File: src/rtl/if_fetch_ctrl_if.sv
// Control bundle between the hazard/branch-resolution logic (master) and the
// IF-stage fetch sequencer (slave).
interface if_fetch_ctrl_if;
  logic       redir_valid;
  logic [1:0] redir_sel;
  logic       ld_use_stall;
  logic       mem_busy;
  logic       halt_req;
  logic [1:0] pc_update_mux_signal;
  logic       pc_write;
  logic       freeze;
  logic       flush_if_id;
  logic       flush_id_ex;
  logic       halted;

  modport master (
    output redir_valid, redir_sel, ld_use_stall, mem_busy, halt_req,
    input  pc_update_mux_signal, pc_write, freeze, flush_if_id, flush_id_ex, halted
  );

  modport slave (
    input  redir_valid, redir_sel, ld_use_stall, mem_busy, halt_req,
    output pc_update_mux_signal, pc_write, freeze, flush_if_id, flush_id_ex, halted
  );
endinterface

File: src/rtl/if_fetch_ctrl.sv
// Instruction-fetch sequencer: boot, run, memory-wait redirect buffering, halt drain.
// Optional perf counters (stall_cnt/flush_cnt) are built when IF_PERF_CNT_EN is defined.
module if_fetch_ctrl #(
  parameter int BOOT_CYCLES  = 1,
  parameter int DRAIN_CYCLES = 3,
  parameter int CNT_W        = 16
) (
  input  logic             clk,
  input  logic             rst,
`ifdef IF_PERF_CNT_EN
  output logic [CNT_W-1:0] stall_cnt,
  output logic [CNT_W-1:0] flush_cnt,
`endif
  if_fetch_ctrl_if.slave   bus
);

  generate
    if (BOOT_CYCLES < 1 || BOOT_CYCLES > 15 || DRAIN_CYCLES < 1 || DRAIN_CYCLES > 15 ||
        CNT_W < 1) begin : g_bad_param
      $error("if_fetch_ctrl: parameter out of range");
    end
  endgenerate

  typedef enum logic [2:0] {
    S_BOOT    = 3'd0,
    S_RUN     = 3'd1,
    S_MEMWAIT = 3'd2,
    S_DRAIN   = 3'd3,
    S_HALTED  = 3'd4
  } state_t;

  localparam logic [3:0] BOOT_LAST  = 4'(BOOT_CYCLES - 1);
  localparam logic [3:0] DRAIN_LAST = 4'(DRAIN_CYCLES - 1);

  state_t     state_reg, state_next;
  logic [3:0] cnt_reg, cnt_next;
  logic       pend_valid_reg, pend_valid_next;
  logic [1:0] pend_sel_reg, pend_sel_next;

  logic [1:0] sel;
  logic       pc_write, freeze, flush_if_id, flush_id_ex, halted;
  logic       redirect_now;
  logic       run_mode;

  // MEMWAIT with memory ready and nothing buffered behaves exactly like RUN.
  assign run_mode = (state_reg == S_RUN) ||
                    (state_reg == S_MEMWAIT && !bus.mem_busy && !pend_valid_reg);

  always_ff @(posedge clk) begin
    if (rst) begin
      state_reg      <= S_BOOT;
      cnt_reg        <= 4'd0;
      pend_valid_reg <= 1'b0;
      pend_sel_reg   <= 2'b00;
    end else begin
      state_reg      <= state_next;
      cnt_reg        <= cnt_next;
      pend_valid_reg <= pend_valid_next;
      pend_sel_reg   <= pend_sel_next;
    end
  end

  always_comb begin
    state_next      = state_reg;
    cnt_next        = cnt_reg;
    pend_valid_next = pend_valid_reg;
    pend_sel_next   = pend_sel_reg;
    case (state_reg)
      S_BOOT: begin
        if (cnt_reg == BOOT_LAST) begin
          state_next = S_RUN;
          cnt_next   = 4'd0;
        end else begin
          cnt_next = cnt_reg + 4'd1;
        end
      end
      S_MEMWAIT: begin
        if (bus.mem_busy) begin
          // first redirect seen during the stall wins; later ones are wrong-path
          if (bus.redir_valid && !pend_valid_reg) begin
            pend_valid_next = 1'b1;
            pend_sel_next   = bus.redir_sel;
          end
        end else if (pend_valid_reg) begin
          pend_valid_next = 1'b0;
          state_next      = S_RUN;
        end
      end
      S_DRAIN: begin
        if (bus.redir_valid) begin
          state_next = S_RUN;
          cnt_next   = 4'd0;
        end else if (!bus.mem_busy) begin
          if (cnt_reg == DRAIN_LAST) begin
            state_next = S_HALTED;
          end else begin
            cnt_next = cnt_reg + 4'd1;
          end
        end
      end
      S_RUN, S_HALTED: ;
      default: begin
        state_next      = S_BOOT;
        cnt_next        = 4'd0;
        pend_valid_next = 1'b0;
        pend_sel_next   = 2'b00;
      end
    endcase

    if (run_mode) begin
      if (bus.mem_busy) begin
        state_next = S_MEMWAIT;
        if (bus.redir_valid) begin
          pend_valid_next = 1'b1;
          pend_sel_next   = bus.redir_sel;
        end
      end else if (bus.redir_valid) begin
        state_next = S_RUN;
      end else if (bus.halt_req) begin
        state_next = S_DRAIN;
        cnt_next   = 4'd0;
      end else begin
        state_next = S_RUN;
      end
    end
  end

  always_comb begin
    sel          = 2'b00;
    pc_write     = 1'b1;
    freeze       = 1'b0;
    flush_if_id  = 1'b0;
    flush_id_ex  = 1'b0;
    halted       = 1'b0;
    redirect_now = 1'b0;
    case (state_reg)
      S_MEMWAIT: begin
        if (bus.mem_busy) begin
          pc_write = 1'b0;
          freeze   = 1'b1;
        end else if (pend_valid_reg) begin
          sel          = pend_sel_reg;
          flush_if_id  = 1'b1;
          flush_id_ex  = 1'b1;
          redirect_now = 1'b1;
        end
      end
      S_DRAIN: begin
        pc_write    = 1'b0;
        flush_if_id = 1'b1;
        if (bus.redir_valid) begin
          // an older branch resolved taken: the halt was on the wrong path
          sel          = bus.redir_sel;
          pc_write     = 1'b1;
          flush_id_ex  = 1'b1;
          redirect_now = 1'b1;
        end else if (bus.mem_busy) begin
          freeze = 1'b1;
        end
      end
      S_HALTED: begin
        pc_write = 1'b0;
        freeze   = 1'b1;
        halted   = 1'b1;
      end
      S_RUN: ;
      default: begin
        pc_write    = 1'b0;
        freeze      = 1'b1;
        flush_if_id = 1'b1;
        flush_id_ex = 1'b1;
      end
    endcase

    if (run_mode) begin
      if (bus.mem_busy) begin
        pc_write = 1'b0;
        freeze   = 1'b1;
      end else if (bus.redir_valid) begin
        sel          = bus.redir_sel;
        flush_if_id  = 1'b1;
        flush_id_ex  = 1'b1;
        redirect_now = 1'b1;
      end else if (bus.halt_req) begin
        pc_write    = 1'b0;
        flush_if_id = 1'b1;
      end else if (bus.ld_use_stall) begin
        pc_write    = 1'b0;
        freeze      = 1'b1;
        flush_id_ex = 1'b1;
      end
    end
  end

  assign bus.pc_update_mux_signal = sel;
  assign bus.pc_write             = pc_write;
  assign bus.freeze               = freeze;
  assign bus.flush_if_id          = flush_if_id;
  assign bus.flush_id_ex          = flush_id_ex;
  assign bus.halted               = halted;

`ifdef IF_PERF_CNT_EN
  logic [CNT_W-1:0] perf_reg [2];
  logic [1:0]       perf_inc;

  assign perf_inc[0] = !pc_write && (state_reg == S_RUN || state_reg == S_MEMWAIT);
  assign perf_inc[1] = redirect_now;

  genvar gi;
  generate
    for (gi = 0; gi < 2; gi++) begin : g_perf
      always_ff @(posedge clk) begin
        if (rst) begin
          perf_reg[gi] <= '0;
        end else if (perf_inc[gi] && perf_reg[gi] != {CNT_W{1'b1}}) begin
          perf_reg[gi] <= perf_reg[gi] + 1'b1;
        end
      end
    end
  endgenerate

  assign stall_cnt = perf_reg[0];
  assign flush_cnt = perf_reg[1];
`else
  logic unused_redirect;
  assign unused_redirect = redirect_now;
`endif

endmodule

File: src/flat_wrapper.sv
// flat-port wrapper written by rule: the top's interface ports become plain ports
module if_fetch_ctrl_flat 
#(
  parameter int BOOT_CYCLES  = 1,
  parameter int DRAIN_CYCLES = 3,
  parameter int CNT_W        = 16
)
  (clk, rst, bus_redir_valid, bus_redir_sel, bus_ld_use_stall, bus_mem_busy, bus_halt_req, bus_pc_update_mux_signal, bus_pc_write, bus_freeze, bus_flush_if_id, bus_flush_id_ex, bus_halted);
  if_fetch_ctrl_if bus_i ();
  input  logic clk;
  input  logic rst;
  input wire logic [$bits(bus_i.redir_valid)-1:0] bus_redir_valid;
  input wire logic [$bits(bus_i.redir_sel)-1:0] bus_redir_sel;
  input wire logic [$bits(bus_i.ld_use_stall)-1:0] bus_ld_use_stall;
  input wire logic [$bits(bus_i.mem_busy)-1:0] bus_mem_busy;
  input wire logic [$bits(bus_i.halt_req)-1:0] bus_halt_req;
  output wire logic [$bits(bus_i.pc_update_mux_signal)-1:0] bus_pc_update_mux_signal;
  output wire logic [$bits(bus_i.pc_write)-1:0] bus_pc_write;
  output wire logic [$bits(bus_i.freeze)-1:0] bus_freeze;
  output wire logic [$bits(bus_i.flush_if_id)-1:0] bus_flush_if_id;
  output wire logic [$bits(bus_i.flush_id_ex)-1:0] bus_flush_id_ex;
  output wire logic [$bits(bus_i.halted)-1:0] bus_halted;
  assign bus_i.redir_valid = bus_redir_valid;
  assign bus_i.redir_sel = bus_redir_sel;
  assign bus_i.ld_use_stall = bus_ld_use_stall;
  assign bus_i.mem_busy = bus_mem_busy;
  assign bus_i.halt_req = bus_halt_req;
  assign bus_pc_update_mux_signal = bus_i.pc_update_mux_signal;
  assign bus_pc_write = bus_i.pc_write;
  assign bus_freeze = bus_i.freeze;
  assign bus_flush_if_id = bus_i.flush_if_id;
  assign bus_flush_id_ex = bus_i.flush_id_ex;
  assign bus_halted = bus_i.halted;
  if_fetch_ctrl #(.BOOT_CYCLES(BOOT_CYCLES), .DRAIN_CYCLES(DRAIN_CYCLES), .CNT_W(CNT_W)) u_core (.clk(clk), .rst(rst), .bus(bus_i));
endmodule
File: config.mk
export PLATFORM = sky130hd
export DESIGN_NAME = if_fetch_ctrl_flat
export DESIGN_NICKNAME = d
export VERILOG_FILES = /design/src/rtl/if_fetch_ctrl_if.sv /design/src/rtl/if_fetch_ctrl.sv /design/src/flat_wrapper.sv
export SDC_FILE = /design/constraint.sdc
export NUM_CORES = 1
export LEC_CHECK = 0
export CORE_ASPECT_RATIO = 0.9
export CORE_MARGIN = 5
export CORE_UTILIZATION = 47
export CTS_CLUSTER_DIAMETER = 120
export DETAILED_ROUTE_END_ITERATION = 10
export PLACE_DENSITY = 0.72
export SYNTH_ARGS = -nofsm -noshare
export SYNTH_HDL_FRONTEND = slang
export SYNTH_SLANG_ARGS = --single-unit
File: constraint.sdc
create_clock -name clk -period 2.3 [get_ports clk]
set_input_delay 0.23 -clock clk [delete_from_list [all_inputs] [get_ports clk]]
set_output_delay 0.23 -clock clk [all_outputs]
set_load 0.01 [all_outputs]
==> results.json, run 1 <==
{
  "grtUsageTotal_pct": 19.8,
  "cts_buffer_depth": 2,
  "required_ns": 2.07,
  "synthArstFlopShare_pct": 0,
  "yosys.area_share.simple_pct": 36.0,
  "final_nets": 159,
  "peakVddDrop_v": 0.000466,
  "placed_cell_area_sq_um": 1070,
  "crit_type": "flip-flop to output port",
  "die-area_sq_um": 2770,
  "cp.arrival_ns": 1.99,
  "synthMuxAreaShare_pct": 0,
  "die_w_microns": 54.9,
  "numCtsBuffers": 3,
  "fp.coreArea_sq_um": 1700,
  "synth_area_leaders": "dfxtp_1 23%, o21ai_0 9.4%, a21oi_1 7.6%",
  "pin_count": 15,
  "fin_crit_ns": 2.22,
  "path_depth": 4,
  "num_rows": 14,
  "wl_per_cell_microns": 14.6,
  "rsz0062_at_grt": "false",
  "ys.flop_type": "dfxtp_1",
  "h-tree-depth": 1,
  "min_path_cells": 2,
  "wl_mm": 2.49,
  "synth_compound_area_share_pct": 29.4,
  "initial_core_util_pct": 50.3,
  "setup_tns_ns": 0,
  "ys_warn_count": 0,
  "drt_iter0_markers": 41,
  "worst-path-buf-inv": 3,
  "cp_slowest_stage_delay_ns": 0.53,
  "finalCritPeriodShare_pct": 96.4,
  "drt-vias-per-instance": 5.82,
  "path_clk_slew_ns": 0.08,
  "crit_path_end_kind": "output port",
  "worstMarginPinSlew_ns": 0.435,
  "finalSetupViolCount": 0,
  "synth-seq-cells": 10,
  "clkLatencyLatePin_ns": 0.28,
  "grt_pass1_wl_mm": 4.08,
  "areaGrowthSynthToFinish_pct": 33.7,
  "antenna_cells": 0,
  "die_y_microns": 50.5,
  "fin_worst_skew_ns": 0.00668,
  "portBuffers": 14,
  "cts_root_buffer": "clkbuf_4",
  "run_status": "finished, final reports clean",
  "reg2reg_depth": 6,
  "hpwl_mm": 1.80,
  "ys_seq_area_share_pct": 23.4,
  "leakagePower_nw": 0.456,
  "synth_fa_ha_area_share_pct": 4.39,
  "synth_most_common_cell": "o21ai_0",
  "synth_cell_types": 36,
  "cts_tree": "yes",
  "synth_xor_area_share_pct": 0,
  "cp_slowest_cell": "clkdlybuf4s50_1",
  "worstPathCellList": "inv_1 -> nor3_1 -> buf_4 -> clkdlybuf4s50_1",
  "first_pass_iters": 4,
  "synthTopCellsByCount": "16 x o21ai_0, 13 x a21oi_1, 13 x nor2_1, 10 x dfxtp_1",
  "synth_top_family_by_area": "simple AND/OR/NAND/NOR gates",
  "num_vias": 995,
  "antenna_found_initial": 0,
  "syn-num-nets": 136,
  "hold_class": "flip-flop to flip-flop",
  "max_cap_violations": 0,
  "hold_buffers": 0,
  "relSlewSlack_pct": 70.7,
  "antenna_left": 0,
  "grt_max_degree": 19,
  "netlist_instances": 125,
  "power_density_nw_per_um2": 945,
  "drc": 0,
  "grt_remaining_overflow": 0,
  "design_area_sq_um": 1140,
  "grt_pass1_vias": 899,
  "synth_area_sq_um": 855,
  "drv_slew": 0,
  "syn_avg_cell_area_sq_um": 6.84,
  "cts.sinks": 10,
  "synth_edf_count": 0,
  "p_total_mw": 1.08,
  "largest_reg_flops": 4,
  "synth_top_area_cell": "dfxtp_1",
  "cp_top_family": "buffers and inverters",
  "start_kind": "flip-flop",
  "crit_path_max_fanout": 10,
  "fmax_mhz": 451,
  "yosysTopAreaCellShare_pct": 23.4,
  "drive_gt1_share_pct": 15.0,
  "gp_congestion": 0.884,
  "finalHoldViolCount": 0
}
[per-layer routing]
metal | global-route usage [%] | share of wire (%) | vias to the layer above
met5 | 0 | 0 | -
met4 | 8.50 | 2.5 | 0
met3 | 2.66 | 7.9 | 7
met2 | 29.3 | 45 | 40
met1 | 28.3 | 45 | 453
li1 | - | - | 495
[metrics by stage]
stage	util (%)	setup slack, ns	hold WS [ns]	cells
final	67.2	0.0827	0.479	171
after global routing	67.2	0.0150	0.494	171
after CTS	65.8	0.000769	0.481	169
after detailed placement	62.9	0.0392	0.471	165
after global placement	62.9	0.106	0.465	165
after floorplan	-	0.534	0.370	125
[path summary, 6_finish.rpt]
check / startpoint / end / slack, ns
hold reg to reg: u_core.pend_sel_reg[0]$_SDFF_PP0_ / u_core.pend_sel_reg[0]$_SDFF_PP0_ / 0.48
setup reg to reg: u_core.state_reg[1]$_SDFFE_PP0P_ / u_core.cnt_reg[3]$_SDFF_PP0_ / 0.32
hold / removal: u_core.pend_sel_reg[0]$_SDFF_PP0_ / u_core.pend_sel_reg[0]$_SDFF_PP0_ / 0.48
setup / recovery: u_core.state_reg[2]$_SDFFE_PP0P_ / bus_halted / 0.08
[where the power goes]
part	switching, mW	internal (mW)	leakage (nW)
logic	0.358	0.312	0.354
clock network	0.0766	0.0964	0.0210
registers	0.0277	0.208	0.0818
total	0.463	0.617	0.456
[repair_timing]
action,in CTS,in global routing
endpoints found under the setup margin,5,4
resized for setup,9,5
pin swaps,0,0
buffers inserted,0,2
[worst register-to-register path: cells and delay by family (launching register included)]
kind | cells | cell delay, ns
buf+inv | 2 | 0.28
simple gates | 2 | 0.75
flops | 1 | 0.35
compound gates | 2 | 0.55
[cell type report]
class	count	area (sq um)
timing repair buffer	27	243
inverter	5	18.8
multi-input combinational	101	613
tap	24	30.0
sequential	10	201
clock buffer	4	36.3
fill	152	557
[logic make-up after synthesis]
group | count (synthesis)
flops | 10
fa+ha+maj | 3
compound gates | 42
buf+inv | 14
simple gates | 56
[cell usage in the layout (no fill, tap or decap), types with 2 or more instances in the layout]
master / synthesis / layout
dlymetal6s2s_1: 0 / 2
o21ai_0: 16 / 16
nand2_1: 7 / 7
dfxtp_1: 10 / 9
nor3_1: 7 / 7
a21oi_1: 13 / 12
nor2b_1: 5 / 4
or3_1: 2 / 2
nor3b_1: 2 / 2
inv_1: 5 / 5
or3b_1: 3 / 2
clkbuf_4: 0 / 3
dlygate4sd2_1: 0 / 3
ha_1: 3 / 3
nor2_1: 13 / 12
and3b_1: 2 / 2
and3_1: 2 / 2
nand3_1: 3 / 3
nand2b_1: 5 / 5
buf_4: 1 / 12
clkdlybuf4s50_1: 0 / 8
a31oi_1: 2 / 2
a32o_1: 2 / 2
No activity file was read; power rests on OpenSTA's default activity.
==> run 2, diff against run 1 <==
--- a/config.mk
+++ b/config.mk
@@ -10,6 +10,7 @@
 export CORE_UTILIZATION = 47
 export CTS_CLUSTER_DIAMETER = 120
 export DETAILED_ROUTE_END_ITERATION = 10
+export GPL_TIMING_DRIVEN = 0
 export PLACE_DENSITY = 0.72
 export SYNTH_ARGS = -nofsm -noshare
 export SYNTH_HDL_FRONTEND = slang
==> results.json, run 2 (synthesized netlist as in run 1, its figures left out) <==
{
  "fin_worst_skew_ns": 0.00457,
  "hpwl_mm": 1.73,
  "wl_mm": 2.40,
  "drive_gt1_share_pct": 14.2,
  "areaGrowthSynthToFinish_pct": 26.4,
  "max_cap_violations": 0,
  "grtUsageTotal_pct": 19.1,
  "relSlewSlack_pct": 63.9,
  "antenna_cells": 0,
  "grt_pass1_wl_mm": 3.95,
  "die-area_sq_um": 2770,
  "grt_remaining_overflow": 0,
  "crit_path_max_fanout": 10,
  "crit_type": "flip-flop to output port",
  "cts_buffer_depth": 2,
  "gp_congestion": 0.877,
  "cp_slowest_stage_delay_ns": 0.40,
  "initial_core_util_pct": 50.3,
  "cp_slowest_cell": "or3b_4",
  "leakagePower_nw": 0.404,
  "grt_pass1_vias": 880,
  "worstPathCellList": "buf_6 -> or3b_4 -> o21a_1 -> nor2_4 -> o21ai_1 -> and3_1 -> dlygate4sd2_1",
  "power_density_nw_per_um2": 960,
  "fin_crit_ns": 2.22,
  "antenna_found_initial": 0,
  "pin_count": 15,
  "seq_area_sq_um": 201,
  "final_cell_mix": "15 x o21ai_0, 12 x nor2_1, 12 x a21oi_1, 9 x dfxtp_1, 7 x nand2_1",
  "hold_buffers": 0,
  "portBuffers": 12,
  "fp.coreArea_sq_um": 1700,
  "antenna_left": 0,
  "h-tree-depth": 1,
  "drv_slew": 0,
  "p_total_mw": 1.04,
  "cp.arrival_ns": 1.99,
  "finalSetupViolCount": 0,
  "final_nets": 154,
  "crit_path_end_kind": "output port",
  "start_kind": "flip-flop",
  "drc": 0,
  "num_vias": 959,
  "first_pass_iters": 4,
  "clkLatencyLatePin_ns": 0.27,
  "path_clk_slew_ns": 0.07,
  "die_w_microns": 54.9,
  "finalHoldViolCount": 0,
  "drt_iter0_markers": 32,
  "largest_reg_flops": 4,
  "num_rows": 14,
  "cts.sinks": 10,
  "setup_tns_ns": 0,
  "multi_input_area_sq_um": 644,
  "wl_per_cell_microns": 14.6,
  "grt_max_degree": 11,
  "numCtsBuffers": 3,
  "mostFrequentLayoutCell": "o21ai_0",
  "reg2reg_from": "u_core.cnt_reg[0]$_SDFF_PP0_",
  "cts_tree": "yes",
  "drt-vias-per-instance": 5.81,
  "startpoint": "u_core.state_reg[1]$_SDFFE_PP0P_",
  "min_from": "rst",
  "die_y_microns": 50.5,
  "hold_class": "input port to flip-flop",
  "fmax_mhz": 451,
  "nFillCells": 172,
  "worstMarginPinSlew_ns": 0.540,
  "peakVddDrop_v": 0.000728,
  "cts_root_buffer": "clkbuf_4",
  "run_status": "finished, final reports clean",
  "required_ns": 2.07,
  "finalCritPeriodShare_pct": 96.3
}
-- run 2: power breakdown --
part | switching [mW] | leakage, nW | internal, mW
clock network | 0.0613 | 0.0138 | 0.0605
registers | 0.0484 | 0.0815 | 0.209
logic | 0.353 | 0.309 | 0.304
total | 0.462 | 0.404 | 0.574
-- run 2: routing by layer --
| metal | share of wire, % | track usage, % |
|---|---|---|
| met5 | 0 | 0 |
| met4 | 0.42 | 3.24 |
| met2 | 47 | 29.1 |
| met1 | 47 | 26.1 |
| met3 | 5.0 | 6.51 |
-- run 2: path summary, 6_finish.rpt --
| check | end | slack (ns) | cells after the start |
|---|---|---|---|
| worst min register to register | u_core.pend_sel_reg[0]$_SDFF_PP0_ | 0.49 | 2 |
| worst min-delay path | u_core.state_reg[2]$_SDFFE_PP0P_ | 0.34 | 2 |
| worst max-delay path | bus_pc_write | 0.08 | 7 |
| worst max register to register | u_core.state_reg[1]$_SDFFE_PP0P_ | 0.32 | 7 |
-- run 2: worst max-delay path, delay by kind of cell (launching register included) --
kind | cells | cell delay, ns
simple gates | 3 | 0.70
buf+inv | 2 | 0.41
compound gates | 2 | 0.28
flops | 1 | 0.33
-- run 2: through the flow --
| stage | setup WS [ns] | area (sq um) | cells | util, % | hold slack [ns] |
|---|---|---|---|---|---|
| finish | 0.0844 | 1080 | 165 | 63.5 | 0.336 |
| global route | -0.00325 | 1080 | 165 | 63.5 | 0.333 |
| CTS | 0.000732 | 1050 | 163 | 61.7 | 0.330 |
| detailed placement | -0.449 | 1000 | 161 | 59.1 | 0.485 |
| global placement | -0.446 | 1000 | 161 | 59.1 | 0.460 |
| floorplan | 0.534 | 855 | 125 | - | 0.370 |
-- run 2: what timing repair did --
item	4_1_cts	5_1_grt
hold endpoints to repair	0	0
setup buffers	0	2
resized for setup	17	12
endpoints found under the setup margin	6	5
pin swaps	0	2
-- run 2: area by class of cell --
type	instances	share of cell area, %
clock buffers	3	2.09
plain buffers	8	4.06
repair buffers	14	11.0
well taps	24	2.78
inverters	5	1.74
multi-input cells	101	59.7
flip-flops and latches	10	18.7
==> run 3, diff against run 2 <==
--- a/config.mk
+++ b/config.mk
@@ -12,6 +12,8 @@
 export DETAILED_ROUTE_END_ITERATION = 10
 export GPL_TIMING_DRIVEN = 0
 export PLACE_DENSITY = 0.72
+export RECOVER_POWER = 100
 export SYNTH_ARGS = -nofsm -noshare
 export SYNTH_HDL_FRONTEND = slang
 export SYNTH_SLANG_ARGS = --single-unit
+export TNS_END_PERCENT = 50
==> results.json, run 3 (synthesized netlist as in run 1, its figures left out) <==
{
  "run_status": "finished, final reports clean",
  "rsz0062_at_grt": "true",
  "required_ns": 2.07,
  "portBuffers": 12,
  "grt_pass1_vias": 880,
  "cts.sinks": 10,
  "final_nets": 154,
  "grt_remaining_overflow": 0,
  "die-area_sq_um": 2770,
  "cp.arrival_ns": 1.97,
  "grt_use_met2_pct": 29.1,
  "hold_buffers": 0,
  "power_density_nw_per_um2": 950,
  "pin_count": 15,
  "die_w_microns": 54.9,
  "design_area_sq_um": 1080,
  "final_cells": 165,
  "antenna_cells": 0,
  "leakagePower_nw": 0.414,
  "placed_cell_area_sq_um": 1000,
  "max_cap_violations": 0,
  "clkLatencyLatePin_ns": 0.26,
  "crit_path_max_fanout": 10,
  "num_vias": 951,
  "drt_iter0_markers": 26,
  "hpwl_mm": 1.73,
  "start_kind": "flip-flop",
  "gp_congestion": 0.877,
  "fin_crit_ns": 2.20,
  "crit_path_end_kind": "output port",
  "num_rows": 14,
  "drt-vias-per-instance": 5.76,
  "grt_pass1_wl_mm": 3.95,
  "hold_class": "input port to flip-flop",
  "placed_cells": 161,
  "worstPathCellList": "buf_4 -> or3b_4 -> o21a_1 -> nor2_4 -> buf_4 -> o21ai_0 -> nand2_1 -> dlygate4sd2_1",
  "worstMarginPinSlew_ns": 0.527,
  "worst-path-buf-inv": 3,
  "cts_buffer_depth": 2,
  "fmax_mhz": 454,
  "mostFrequentLayoutCell": "o21ai_0",
  "wl_mm": 2.34,
  "grt_busiest_layer": "met2",
  "drive_gt1_share_pct": 14.2,
  "grtUsageTotal_pct": 19.1,
  "wl_per_cell_microns": 14.2,
  "fin_worst_skew_ns": 0.00274,
  "relSlewSlack_pct": 64.8,
  "cp_top_family": "simple AND/OR/NAND/NOR gates",
  "die_y_microns": 50.5,
  "peakVddDrop_v": 0.000719,
  "largest_reg_flops": 4,
  "grt_max_degree": 11,
  "cp_slowest_stage_delay_ns": 0.40,
  "finalCritPeriodShare_pct": 95.8,
  "grtUsageMet1_pct": 26.1,
  "path_clk_slew_ns": 0.07,
  "fin_util_pct": 63.5,
  "cts_root_buffer": "clkbuf_4",
  "antenna_found_initial": 0,
  "finalHoldViolCount": 0,
  "drv_slew": 0,
  "fp.coreArea_sq_um": 1700,
  "areaGrowthSynthToFinish_pct": 26.4,
  "drc": 0,
  "first_pass_iters": 4,
  "cp_common_cell": "buf_4",
  "numCtsBuffers": 3,
  "h-tree-depth": 1,
  "antenna_left": 0,
  "grtUsageMet3_pct": 6.51,
  "cp_slowest_cell": "or3b_4",
  "initial_core_util_pct": 50.3,
  "cts_tree": "yes",
  "regToRegSetupSlack_ns": 0.34,
  "crit_type": "flip-flop to output port",
  "final_cell_mix": "16 x o21ai_0, 12 x nor2_1, 12 x a21oi_1, 9 x dfxtp_1, 7 x nand2_1",
  "finalSetupViolCount": 0
}
==> run 3: final timing paths <==
kind                                                        start                                end  cells after the start
worst max register to register       u_core.cnt_reg[0]$_SDFF_PP0_   u_core.state_reg[1]$_SDFFE_PP0P_                      7
worst max-delay path             u_core.state_reg[1]$_SDFFE_PP0P_                         bus_freeze                      8
worst min register to register  u_core.pend_sel_reg[0]$_SDFF_PP0_  u_core.pend_sel_reg[0]$_SDFF_PP0_                      2
worst min-delay path                                          rst   u_core.state_reg[2]$_SDFFE_PP0P_                      2
==> run 3: final cells by class <==
class,instances,area [sq um]
multi-input cells,101,644
fillers,170,619
flip-flops and latches,10,201
repair buffers,14,123
plain buffers,8,40.0
well taps,24,30.0
clock buffers,3,22.5
inverters,5,18.8
==> run 3: metal layers <==
metal / vias up / part of all wire (%)
li1: 482 / -
met1: 441 / 46
met5: - / 0
met3: 4 / 5.7
met4: 0 / 0.77
met2: 24 / 47
==> run 3: timing repair <==
| action | in CTS | in global routing |
|---|---|---|
| gates cloned | 0 | 0 |
| resized for setup | 16 | 11 |
| pin swaps | 0 | 2 |
| setup buffers | 0 | 2 |
| endpoints found under the setup margin | 6 | 5 |
==> run 3: power breakdown <==
| part | total (mW) | leakage [nW] | switching [mW] | internal [mW] |
|---|---|---|---|---|
| logic | 0.650 | 0.319 | 0.345 | 0.305 |
| registers | 0.255 | 0.0815 | 0.0459 | 0.209 |
| clock network | 0.121 | 0.0138 | 0.0604 | 0.0605 |
==> run 3: worst register-to-register path, delay by kind of cell, from the launching register on <==
family / cells / cell delay, ns
adders and majority gates: 1 / 0.16
buffers and inverters: 1 / 0.11
AOI/OAI and AO/OA: 1 / 0.05
and+or+nand+nor: 4 / 1.18
DFF: 1 / 0.34
==> run 3: metrics by stage <==
| step | setup TNS (ns) | worst slack (ns) | total power [mW] | hold slack, ns |
|---|---|---|---|---|
| detailed placement | -1.68 | -0.449 | 0.845 | 0.485 |
| CTS | -0.130 | -0.130 | 0.969 | 0.330 |
| global route | -0.00798 | -0.00733 | 1.12 | 0.333 |
| floorplan | 0 | 0.534 | 0.647 | 0.370 |
| global placement | -1.64 | -0.446 | 0.834 | 0.460 |
| finish | 0 | 0.0957 | 1.03 | 0.336 |
